<file path="config.mk">
export PLATFORM = sky130hd
export DESIGN_NAME = lane_traffic_counter
export DESIGN_NICKNAME = d
export VERILOG_FILES = /design/src/rtl/traffic_pkg.sv /design/src/rtl/lane_counter_slice.sv /design/src/rtl/lane_traffic_counter.sv
export SDC_FILE = /design/constraint.sdc
export NUM_CORES = 1
export LEC_CHECK = 0
export ABC_AREA = 1
export ABC_CLOCK_PERIOD_IN_PS = 5000
export BUFFER_PORTS_ARGS = -buffer_cell sky130_fd_sc_hd__buf_2
export CAP_MARGIN = 30
export CORE_ASPECT_RATIO = 0.6
export CORE_MARGIN = 2
export CORE_UTILIZATION = 45
export CTS_CLUSTER_SIZE = 28
export DETAILED_ROUTE_END_ITERATION = 6
export PLACE_DENSITY = 0.61
export SYNTH_ARGS = -nofsm -noshare
export SYNTH_HDL_FRONTEND = slang
export SYNTH_HIERARCHICAL = 1
export SYNTH_SLANG_ARGS = --single-unit
export TNS_END_PERCENT = 30
</file>
<file path="constraint.sdc">
create_clock -name clk -period 5 [get_ports clk]
set_input_delay 0.5 -clock clk [delete_from_list [all_inputs] [get_ports clk]]
set_output_delay 0.5 -clock clk [all_outputs]
set_load 0.01 [all_outputs]
</file>
<file path="src/rtl/traffic_pkg.sv">
// Shared constants and types for the traffic-light controller front end.
package traffic_pkg;

  localparam int NUM_LANES    = 8;
  localparam int LANE_COUNT_W = 8;
  localparam int CAR_TOTAL_W  = 11;

  typedef logic [LANE_COUNT_W-1:0]                  lane_count_t;
  typedef logic [NUM_LANES-1:0][LANE_COUNT_W-1:0]   lane_vec_t;

endpackage

</file>
<file path="src/rtl/lane_counter_slice.sv">
// One lane: sensor synchronizer, rising-edge detect, green-time departure
// timer and a saturating occupancy counter.
module lane_counter_slice
  import traffic_pkg::*;
#(
  parameter int COUNT_W       = LANE_COUNT_W,
  parameter int DEPART_CYCLES = 4
) (
  input  logic               clk,
  input  logic               rst,
  input  logic               arrive,
  input  logic               green,
  output logic [COUNT_W-1:0] count,
  output logic               full,
  output logic               depart_pulse
);

  // A 1-cycle discharge rate still needs a 1-bit timer to keep widths legal.
  localparam int TW = (DEPART_CYCLES > 1) ? $clog2(DEPART_CYCLES) : 1;
  localparam logic [TW-1:0]      T_LAST  = TW'(DEPART_CYCLES - 1);
  localparam logic [COUNT_W-1:0] CNT_MAX = '1;

  logic               s1, s2, s3;
  logic               rise, active, depart;
  logic [TW-1:0]      timer;
  logic [COUNT_W-1:0] cnt_nxt;

  assign rise   = s2 & ~s3;
  assign active = green && (count != '0);
  assign depart = active && (timer == T_LAST);

  // Two-flop synchronizer plus previous-value flop for edge detect.
  always_ff @(posedge clk or posedge rst) begin
    if (rst) begin
      s1 <= 1'b0;
      s2 <= 1'b0;
      s3 <= 1'b0;
    end else begin
      s1 <= arrive;
      s2 <= s1;
      s3 <= s2;
    end
  end

  // Timer runs only while continuously green with cars waiting.
  always_ff @(posedge clk or posedge rst) begin
    if (rst)                   timer <= '0;
    else if (!active || depart) timer <= '0;
    else                       timer <= timer + TW'(1);
  end

  // Next count: arrival and departure in the same cycle cancel out.
  always_comb begin
    cnt_nxt = count;
    if (rise && !depart && (count != CNT_MAX)) cnt_nxt = count + COUNT_W'(1);
    else if (depart && !rise)                  cnt_nxt = count - COUNT_W'(1);
  end

  // Count, full flag and departure pulse all update on the same edge.
  always_ff @(posedge clk or posedge rst) begin
    if (rst) begin
      count        <= '0;
      full         <= 1'b0;
      depart_pulse <= 1'b0;
    end else begin
      count        <= cnt_nxt;
      full         <= (cnt_nxt == CNT_MAX);
      depart_pulse <= depart;
    end
  end

endmodule

</file>
<file path="src/rtl/lane_traffic_counter.sv">
// Eight independent lane occupancy counters plus the total car count used
// by the day-time arbiter. Lane order: N1,N2,E1,E2,S1,S2,W1,W2.
module lane_traffic_counter
  import traffic_pkg::*;
#(
  parameter int LANES         = NUM_LANES,
  parameter int COUNT_W       = LANE_COUNT_W,
  parameter int DEPART_CYCLES = 4
) (
  input  logic                   clk,
  input  logic                   rst,
  input  logic [LANES-1:0]       arrive,
  input  logic [LANES-1:0]       laneOutput,
  output lane_vec_t              lane,
  output logic [LANES-1:0]       laneFull,
  output logic [LANES-1:0]       departPulse,
  output logic [CAR_TOTAL_W-1:0] carTotal
);

  for (genvar g = 0; g < LANES; g++) begin : g_lane
    lane_counter_slice #(
      .COUNT_W       (COUNT_W),
      .DEPART_CYCLES (DEPART_CYCLES)
    ) u_slice (
      .clk          (clk),
      .rst          (rst),
      .arrive       (arrive[g]),
      .green        (laneOutput[g]),
      .count        (lane[g]),
      .full         (laneFull[g]),
      .depart_pulse (departPulse[g])
    );
  end

  // Sum of all lane counts; 11 bits holds 8 x 255 without overflow.
  always_comb begin
    carTotal = '0;
    for (int i = 0; i < LANES; i++) carTotal += CAR_TOTAL_W'(lane[i]);
  end

endmodule

</file>
==> flow_summary.yaml, run 1 <==
synthesis:
  synth_warnings: 6
  yosysUniqueCellTypes: 31
  synth_top_family_by_area: "simple AND/OR/NAND/NOR gates"
  yosysSeqAreaShare: 0.303
  synthSimpleGateAreaFrac: 0.374
  dominantRegCellSynth: "dfrtp_1"
  synthMuxAreaShare: 0
  synth-seq-cells: 120
  synth_edf_count: 0
  async_flop_share: 1.00
  synth_fp_nets: 1447
  synth_fa_ha_area_frac: 0.149
  syn-cell-area_um2: 9930
  synth_area_per_cell_um2: 7.41
  synth-compound-area-share: 0.0363
  synth_xor_area_frac: 0.0106
  syn_inst: 1339
clocking:
  htree_levels: 4
  clkLatencyLatePin_ps: 440
  cts_sinks: 120
  cts_hold_buf: 0
  cts_buffers: 17
  cts_tree: "done"
  clockBufferDepth: 2
  cts_root_buf: "clkbuf_16"
  path_clk_slew_ps: 60
hold_path:
  hp-class: "input pin to flop"
  hold_start: "arrive[0]"
global_route:
  gr-total-overflow: 0
  grt_pass1_vias: 8092
  grt_pass1_wl_mm: 45.0
  grt_max_degree: 17
  antenna_found_initial: 0
  grt_use_total: 0.254
final_layout:
  fillers: 2069
  multi_input_area_um2: 5670
  final_area_um2: 11600
  finalNonFillerCells: 1791
  syn2layout_area_growth_pct: 17.3
  final_common_cell: "nand2_1"
  register_area_um2: 3030
  mostFrequentLayoutCells: "nand2_1 (363), inv_1 (261), nand3_1 (115)"
  n_antenna_cell: 0
  nNetsFinal: 1600
  drive_gt1_frac: 0.258
floorplanning:
  ios: 109
  row_count: 42
  coreArea_um2: 21900
  initial_core_util: 0.454
  die_y_um: 119
  fp.dieArea_um2: 23300
  die_width_um: 196
worst_setup_path:
  timing_worst_setup_path_type: "flop to output port"
  path_common_cell: "nand2_1"
  start_kind: "flop"
  path_cells: "inv_1 > fa_1 > inv_1 > fa_1 > fa_1 > inv_1 > fa_1 > inv_1 > fa_2 > nand2_1 > nand2_1 > nand3b_1 > nand2_1 > nand2_1 > nand2_1 > buf_2"
  slowest_delay_ps: 540
  cp-end-kind: "output port"
  cp_data_arrival_time_ps: 4300
  critPathSlowestCell: "fa_1"
  path_buf_inv: 5
  r2r-start: "g_lane[1].u_slice/count[0]"
  critPathMaxFanout: 10
  cp_top_family: "adder cells"
  required_ps: 4500
  critPathLaunch: "g_lane[1].u_slice/count[3]"
place:
  placed_area_um2: 10900
  hpwl_mm: 22.7
  portBuffers: 108
  dp.cells: 1748
  gp_congestion: 0.998
detailed_routing:
  drcViolationCount: 0
  viasPerCell: 4.95
  firstDrtPassIters: 5
  finalWirelength_mm: 28.0
  avgRoutedWirePerCell_um: 15.6
  dr.first_iter.drc_count: 933
  vias: 8858
  ant_nets: 0
sta:
  slew_violations: 0
  skew_ps: 8.24
  hold_viol_final: 0
  fin_crit_sh: 0.960
  fin_crit_ps: 4800
  worst_pin_slew_ps: 669
  setup_violations: 0
  fin_hold_ws_ps: 158
  rsz0062_at_grt: "true"
  fmax_mhz: 208
  slew_headroom: 0.553
run:
  drv_cap: 0
outcome:
  status: "finished clean"
-- per-layer routing --
metal  GRT usage  part of all wire  vias up
met5           0                 0        -
li1            -                 -     4409
met4      0.0526            0.0086        0
met3      0.0725             0.092       21
met1       0.417              0.52     4102
met2       0.319              0.38      326
-- layout make-up --
class / count / share of cell area
repair buffers: 141 / 0.0677
clock buffers: 18 / 0.0377
flip-flops and latches: 120 / 0.260
inverters: 315 / 0.102
clock inverters: 14 / 0.0149
well taps: 286 / 0.0307
multi-input cells: 897 / 0.487
-- kinds of logic after synthesis --
| kind of cell | after synthesis |
|---|---|
| AND/OR/NAND/NOR | 740 |
| buffers and inverters | 322 |
| flip-flops | 120 |
| adder cells (fa/ha/maj) | 90 |
| AO/OA/AOI/OAI | 55 |
| XOR/XNOR | 12 |
-- stage by stage --
stage,worst slack [ps],setup TNS (ps),util
floorplan,700,0,-
global placement,432,0,0.499
detailed placement,412,0,0.499
CTS,3.34,0,0.528
global route,-12.2,-14.1,0.532
finish,202,0,0.532
-- cells in the mapped netlist (7+ instances only) --
cell,count,area share
ha_1,43,0.054
o21ai_1,7,0.0035
nor2_1,97,0.037
o21ai_0,8,0.0040
nor2_2,40,0.025
nand3_4,8,0.014
fa_1,47,0.095
a21oi_2,15,0.013
nor2_4,8,0.0091
nor3_1,8,0.0040
nand2_4,17,0.019
inv_1,262,0.099
nand4_1,31,0.020
nand3_2,11,0.011
dfrtp_1,120,0.30
inv_2,52,0.020
nand2_2,22,0.014
xor2_1,11,0.0097
nor3_4,8,0.013
o211ai_1,7,0.0053
nand3_1,116,0.058
a21oi_1,17,0.0086
nand4_2,8,0.010
nand2_1,363,0.14
buf_6,7,0.0079
-- sequential cells by signal, indices dropped and copies added, names as in the netlist --
register and count:
g_lane.u_slice/timer 16, g_lane.u_slice/full 8, g_lane.u_slice/depart_pulse 8, g_lane.u_slice/s2 8, g_lane.u_slice/s3 8, g_lane.u_slice/s1 8
g_lane.u_slice/count 64
-- what timing repair did --
| item | CTS | global route |
|---|---|---|
| endpoints found under the setup margin | 3 | 5 |
| gates resized for setup | 7 | 16 |
| pin swaps | 0 | 3 |
| setup buffers | 1 | 10 |
-- worst paths after layout --
check                                             end  slack [ps]  cells past startpoint
setup / recovery                         carTotal[10]         200                     16
hold / removal                   g_lane[0].u_slice/s1         160                      1
setup reg to reg               g_lane[1].u_slice/full        2780                     10
hold reg to reg                  g_lane[3].u_slice/s2         350                      0
max in group asynchronous  g_lane[0].u_slice/count[1]        4230                      2
min in group asynchronous  g_lane[5].u_slice/timer[1]         270                      2
Power of run 1 is left out: the tool's default activity adds up to more than one toggle a clock period on the data nets, which glitch-free logic cannot reach.
==> run 2, diff against run 1 <==
--- a/config.mk
+++ b/config.mk
@@ -5,7 +5,6 @@
 export SDC_FILE = /design/constraint.sdc
 export NUM_CORES = 1
 export LEC_CHECK = 0
-export ABC_AREA = 1
 export ABC_CLOCK_PERIOD_IN_PS = 5000
 export BUFFER_PORTS_ARGS = -buffer_cell sky130_fd_sc_hd__buf_2
 export CAP_MARGIN = 30
@@ -14,7 +13,7 @@
 export CORE_UTILIZATION = 45
 export CTS_CLUSTER_SIZE = 28
 export DETAILED_ROUTE_END_ITERATION = 6
-export PLACE_DENSITY = 0.61
+export PLACE_DENSITY_LB_ADDON = 0.15
 export SYNTH_ARGS = -nofsm -noshare
 export SYNTH_HDL_FRONTEND = slang
 export SYNTH_HIERARCHICAL = 1
==> run 2 against run 1 <==
  * Cell area fell by 6.4%
  * Routed wire length decreased by 15%
  * Non-clock buffer count is 18 higher
  * Critical endpoint is now carTotal[8]
==> flow_summary.yaml, run 2 <==
floorplanning:
  ios: 109
  row_count: 40
  die_width_um: 187
  initial_core_util: 0.457
  die_y_um: 114
  coreArea_um2: 19900
  fp.dieArea_um2: 21400
synthesis:
  synth_edf_count: 0
  synth_most_common_cell: "inv_1"
  ys_top_cells_by_area: "dfrtp_1 (33%), fa_1 (10%), inv_1 (6.7%), ha_1 (5.9%), nor3_1 (2.7%)"
  synth-seq-cells: 120
  ys_top_cells_by_count: "inv_1 (161), dfrtp_1 (120), nor3_1 (49)"
  syn-cell-area_um2: 9080
  synth_warnings: 6
  dominantRegCellSynth: "dfrtp_1"
  synth_fp_nets: 1027
  async_flop_share: 1.00
  synth_top_area_cell: "dfrtp_1"
  netlist.area_leader.share: 0.331
  syn_inst: 919
  yosysUniqueCellTypes: 64
  synth_area_per_cell_um2: 9.88
  yosysSeqAreaShare: 0.331
sta:
  slew_violations: 0
  slew_headroom: 0.573
  fin_hold_ws_ps: 174
  setup_tns_ps: 0
  worst_pin_slew_ps: 640
  fin_crit_sh: 0.965
  hold_viol_final: 0
  fin_crit_ps: 4820
  setup_violations: 0
  worst_slack_ps: 176
  fmax_mhz: 207
  skew_ps: 6.78
global_route:
  grt_use_total: 0.235
  grt_use_met1: 0.384
  gr-total-overflow: 0
  grt_max_degree: 17
  grt_busiest_layer: "met1"
  antenna_found_initial: 0
  grt_pass1_wl_mm: 38.9
  grt_pass1_vias: 6982
  grt_use_met2: 0.296
  grt_util_met3: 0.0625
worst_setup_path:
  cp-end-kind: "output port"
  path_cells: "inv_2 > fa_1 > inv_1 > fa_1 > fa_1 > inv_1 > fa_1 > inv_1 > ha_4 > a21o_1 > a21oi_2 > o21a_2 > xnor2_1 > buf_2"
  r2r-end: "g_lane[4].u_slice/full"
  slowest_delay_ps: 550
  timing_worst_setup_path_type: "flop to output port"
  reg2reg_slack_ps: 1750
  critPathSlowestCell: "fa_1"
  r2r-start: "g_lane[4].u_slice/count[0]"
  reg2regPathDepth: 8
  critPathMaxFanout: 5
  path_common_cell: "fa_1"
  required_ps: 4500
  start_kind: "flop"
  cp_data_arrival_time_ps: 4320
hold_path:
  hold_start: "arrive[2]"
  hp-class: "input pin to flop"
  timing.hold.worst_path_depth: 1
  min_to: "g_lane[2].u_slice/s1"
final_layout:
  drive_gt1_frac: 0.274
  n_antenna_cell: 0
  final_area_um2: 10900
  largest_reg_flops: 64
  mostFrequentLayoutCells: "inv_1 (160), dfrtp_1 (108), buf_2 (108)"
  nNetsFinal: 1186
  top_regs: "g_lane.u_slice/count x64, g_lane.u_slice/timer x16"
  fillers: 1819
  largest-register: "g_lane.u_slice/count"
  syn2layout_area_growth_pct: 20.0
  final_common_cell: "inv_1"
clocking:
  htree_levels: 4
  cts_tree: "done"
  cts_sinks: 120
  cts_root_buf: "clkbuf_16"
  path_clk_slew_ps: 60
  clockBufferDepth: 2
  clkLatencyLatePin_ps: 430
  cts_buffers: 17
detailed_routing:
  vias: 7429
  finalWirelength_mm: 23.8
  avgRoutedWirePerCell_um: 17.5
  viasPerCell: 5.45
  ant_nets: 0
  dr.first_iter.drc_count: 701
  firstDrtPassIters: 5
  drcViolationCount: 0
place:
  pre_cts_slack_ps: 408
  hpwl_mm: 18.6
  portBuffers: 108
  placed_area_um2: 10100
  gp_congestion: 0.952
outcome:
  status: "finished clean"
run:
  drv_cap: 0
-- run 2: cell types whose count changed in the layout (fill, tap and decap cells not counted), sizes merged, moves of 19 or more --
cell   before  now
nand3     135   26
xnor2       1   26
o21ai      15   34
nor3       17   56
nor2      145   37
nand4      39   18
nand2     402   47
and3        0   22
inv       317  169
-- run 2: cell families after synthesis --
| kind of cell | share of synthesized area |
|---|---|
| AND/OR/NAND/NOR | 0.224 |
| multiplexers | 0.00993 |
| adder cells (fa/ha/maj) | 0.163 |
| buffers and inverters | 0.0871 |
| XOR/XNOR | 0.0415 |
| flip-flops | 0.331 |
| AO/OA/AOI/OAI | 0.143 |
-- run 2: worst max path at each step --
stage / slack (ps) / start / to / cells after the start
3_5_place_dp: 410 / g_lane[0].u_slice/count[4] / carTotal[7] / 14
6_report: 180 / g_lane[3].u_slice/count[6] / carTotal[8] / 14
2_1_floorplan: 710 / g_lane[0].u_slice/count[6] / carTotal[9] / 13
3_3_place_gp: 470 / g_lane[0].u_slice/count[4] / carTotal[7] / 14
5_1_grt: -0.2 / g_lane[3].u_slice/count[7] / carTotal[7] / 14
4_1_cts: 30 / g_lane[0].u_slice/count[4] / carTotal[7] / 14
-- run 2: critical path: cells and delay by family, from the launching register on --
family                   cells  cell delay (ps)
adder cells (fa/ha/maj)      5             2370
AO/OA/AOI/OAI                3              560
buffers and inverters        5              430
flip-flops                   1              410
XOR/XNOR                     1              110
-- run 2: timing repair --
action | in CTS | in global routing
endpoints found under the setup margin | 2 | 5
resized for setup | 3 | 20
pin swaps | 0 | 6
hold buffers | 0 | 0
buffers inserted | 0 | 16
-- run 2: through the flow --
stage               instances  utilization
floorplan                 919            -
global placement         1316        0.507
detailed placement       1316        0.507
CTS                      1348        0.540
global route             1364        0.548
finish                   1364        0.548
-- run 2: routing by layer --
metal | wire, um | vias to the layer above
met4 | 331 | 0
met3 | 1810 | 23
met5 | 0 | -
li1 | - | 3519
met1 | 12600 | 3623
met2 | 9030 | 264
-- run 2: cell type report --
| class | count | area (um^2) | area share |
|---|---|---|---|
| repair buffers | 159 | 923 | 0.0848 |
| inverters | 168 | 648 | 0.0595 |
| clock buffers | 18 | 439 | 0.0403 |
| flip-flops and latches | 120 | 3020 | 0.277 |
| clock inverters | 14 | 199 | 0.0183 |
| multi-input cells | 612 | 5320 | 0.489 |
| well taps | 273 | 342 | 0.0314 |
Power of run 2 is left out for the same reason.
==> run 3, diff against run 2 <==
--- a/config.mk
+++ b/config.mk
@@ -9,8 +9,9 @@
 export BUFFER_PORTS_ARGS = -buffer_cell sky130_fd_sc_hd__buf_2
 export CAP_MARGIN = 30
 export CORE_ASPECT_RATIO = 0.6
-export CORE_MARGIN = 2
+export CORE_MARGIN = 4
 export CORE_UTILIZATION = 45
+export CTS_CLUSTER_DIAMETER = 120
 export CTS_CLUSTER_SIZE = 28
 export DETAILED_ROUTE_END_ITERATION = 6
 export PLACE_DENSITY_LB_ADDON = 0.15
==> run 3 against run 2 <==
  * Sequential share of layout area is 0.29 points higher
  * Count of clock-buffer cells in the layout is 6 higher
  * Register-to-register slack worse by 30 ps
  * Global-route usage is 1.9 points lower
  * Clock skew is 1.9 ps higher
  * Worst setup slack worse by 25 ps
  * Non-clock buffer count is 14 lower
  * Largest cell class unchanged
==> flow_summary.yaml, run 3 (synthesis results as in run 2) <==
worst_setup_path:
  r2r-end: "g_lane[4].u_slice/full"
  r2r-start: "g_lane[4].u_slice/count[1]"
  required_ps: 4500
  cp-end-kind: "output port"
  timing_worst_setup_path_type: "flop to output port"
  critPathMaxFanout: 2
  start_kind: "flop"
  reg2reg_slack_ps: 1720
  reg2regPathDepth: 9
  cp_data_arrival_time_ps: 4350
final_layout:
  postLayoutCoreUtil: 0.556
  register_area_um2: 3020
  mostFrequentLayoutCells: "inv_1 (160), buf_2 (108), dfrtp_1 (104)"
  n_antenna_cell: 0
  multi_input_area_um2: 5320
  fillers: 1750
  drive_gt1_frac: 0.264
  syn2layout_area_growth_pct: 18.9
  finalNonFillerCells: 1343
  final_common_cell: "inv_1"
  nNetsFinal: 1172
  largest_reg_flops: 64
  largest-register: "g_lane.u_slice/count"
  top_regs: "g_lane.u_slice/count x64, g_lane.u_slice/timer x16"
sta:
  setup_violations: 0
  slew_headroom: 0.547
  fin_hold_ws_ps: 183
  fin_crit_sh: 0.970
  slew_violations: 0
  skew_ps: 8.69
  worst_pin_slew_ps: 678
  fin_crit_ps: 4850
  fmax_mhz: 206
  rsz0062_at_grt: "true"
  setup_tns_ps: 0
  hold_viol_final: 0
clocking:
  cts_root_buf: "clkbuf_16"
  clkLatencyLatePin_ps: 420
  cts_buffers: 17
  cts_hold_buf: 0
  clockBufferDepth: 2
  htree_levels: 4
  cts_sinks: 120
  path_clk_slew_ps: 50
  cts_tree: "done"
floorplanning:
  die_width_um: 191
  fp.dieArea_um2: 22600
  initial_core_util: 0.467
  ios: 109
  die_y_um: 118
  coreArea_um2: 19400
  row_count: 39
detailed_routing:
  firstDrtPassIters: 5
  viasPerCell: 5.41
  finalWirelength_mm: 23.8
  avgRoutedWirePerCell_um: 17.7
  drcViolationCount: 0
  ant_nets: 0
  vias: 7269
  dr.first_iter.drc_count: 617
global_route:
  antenna_found_initial: 0
  gr-total-overflow: 0
  grt_use_total: 0.216
  grt_pass1_wl_mm: 38.6
  grt_max_degree: 17
  grt_pass1_vias: 6841
hold_path:
  hp-class: "input pin to flop"
  min_to: "g_lane[7].u_slice/s1"
  timing.hold.worst_path_depth: 1
  hold_start: "arrive[7]"
place:
  portBuffers: 108
  dp.cells: 1302
  gp_congestion: 0.920
  hpwl_mm: 19.0
outcome:
  status: "finished clean"
run:
  drv_cap: 0
run 3: changes by cell type in the layout (fill, tap and decap cells not counted), sizes merged:
cell      before  now
buf          159  145
clkbuf        18   24
clkinvlp       4    0
clkinv         5    3
bufinv         4    5
inv          169  168
run 3: worst max path at each step:
| stage | from | endpoint | slack (ps) | depth (start not counted) |
|---|---|---|---|---|
| floorplan | g_lane[0].u_slice/count[6] | carTotal[9] | 710 | 13 |
| global placement | g_lane[5].u_slice/count[2] | carTotal[8] | 400 | 14 |
| detailed placement | g_lane[5].u_slice/count[2] | carTotal[8] | 380 | 14 |
| CTS | g_lane[3].u_slice/count[4] | carTotal[7] | 4 | 14 |
| global route | g_lane[1].u_slice/count[2] | carTotal[8] | -30 | 14 |
| finish | g_lane[1].u_slice/count[2] | carTotal[8] | 150 | 14 |
run 3: repair_timing:
item,4_1_cts,5_1_grt
setup endpoints to repair,4,6
gates resized for setup,6,18
pin swaps,0,1
setup buffers,0,9
run 3: routing by layer:
layer  vias to the layer above  routed length, um  share of wire  track usage
li1                       3504                  -              -            -
met1                      3517              12800           0.54        0.368
met2                       237               9010           0.38        0.259
met3                        11               1820          0.076       0.0622
met4                         0                150         0.0063       0.0439
met5                         -                  0              0            0
run 3: final cells by class:
type                    count  area share
clock buffers              24      0.0455
clock inverters             8      0.0153
inverters                 168      0.0600
multi-input cells         612       0.492
flip-flops and latches    120       0.280
well taps                 266      0.0308
repair buffers            145      0.0758
run 3: worst max-delay path, stage by stage, from the launching register on:
cell     delay, ps
dfrtp_1        390
inv_1           80
fa_1           520
inv_1           60
fa_1           500
fa_1           550
inv_1           50
fa_1           530
inv_1           40
ha_1           230
fa_2           380
a21oi_2        190
o21a_2         170
xnor2_1        110
buf_2          150
run 3: stage by stage:
stage          setup slack [ps]  instance area [um^2]
3_3_place_gp                399                 10000
2_1_floorplan               710                  9080
3_5_place_dp                380                 10000
6_report                    151                 10800
4_1_cts                    3.85                 10700
5_1_grt                   -28.3                 10800
Power of run 3 is left out for the same reason.
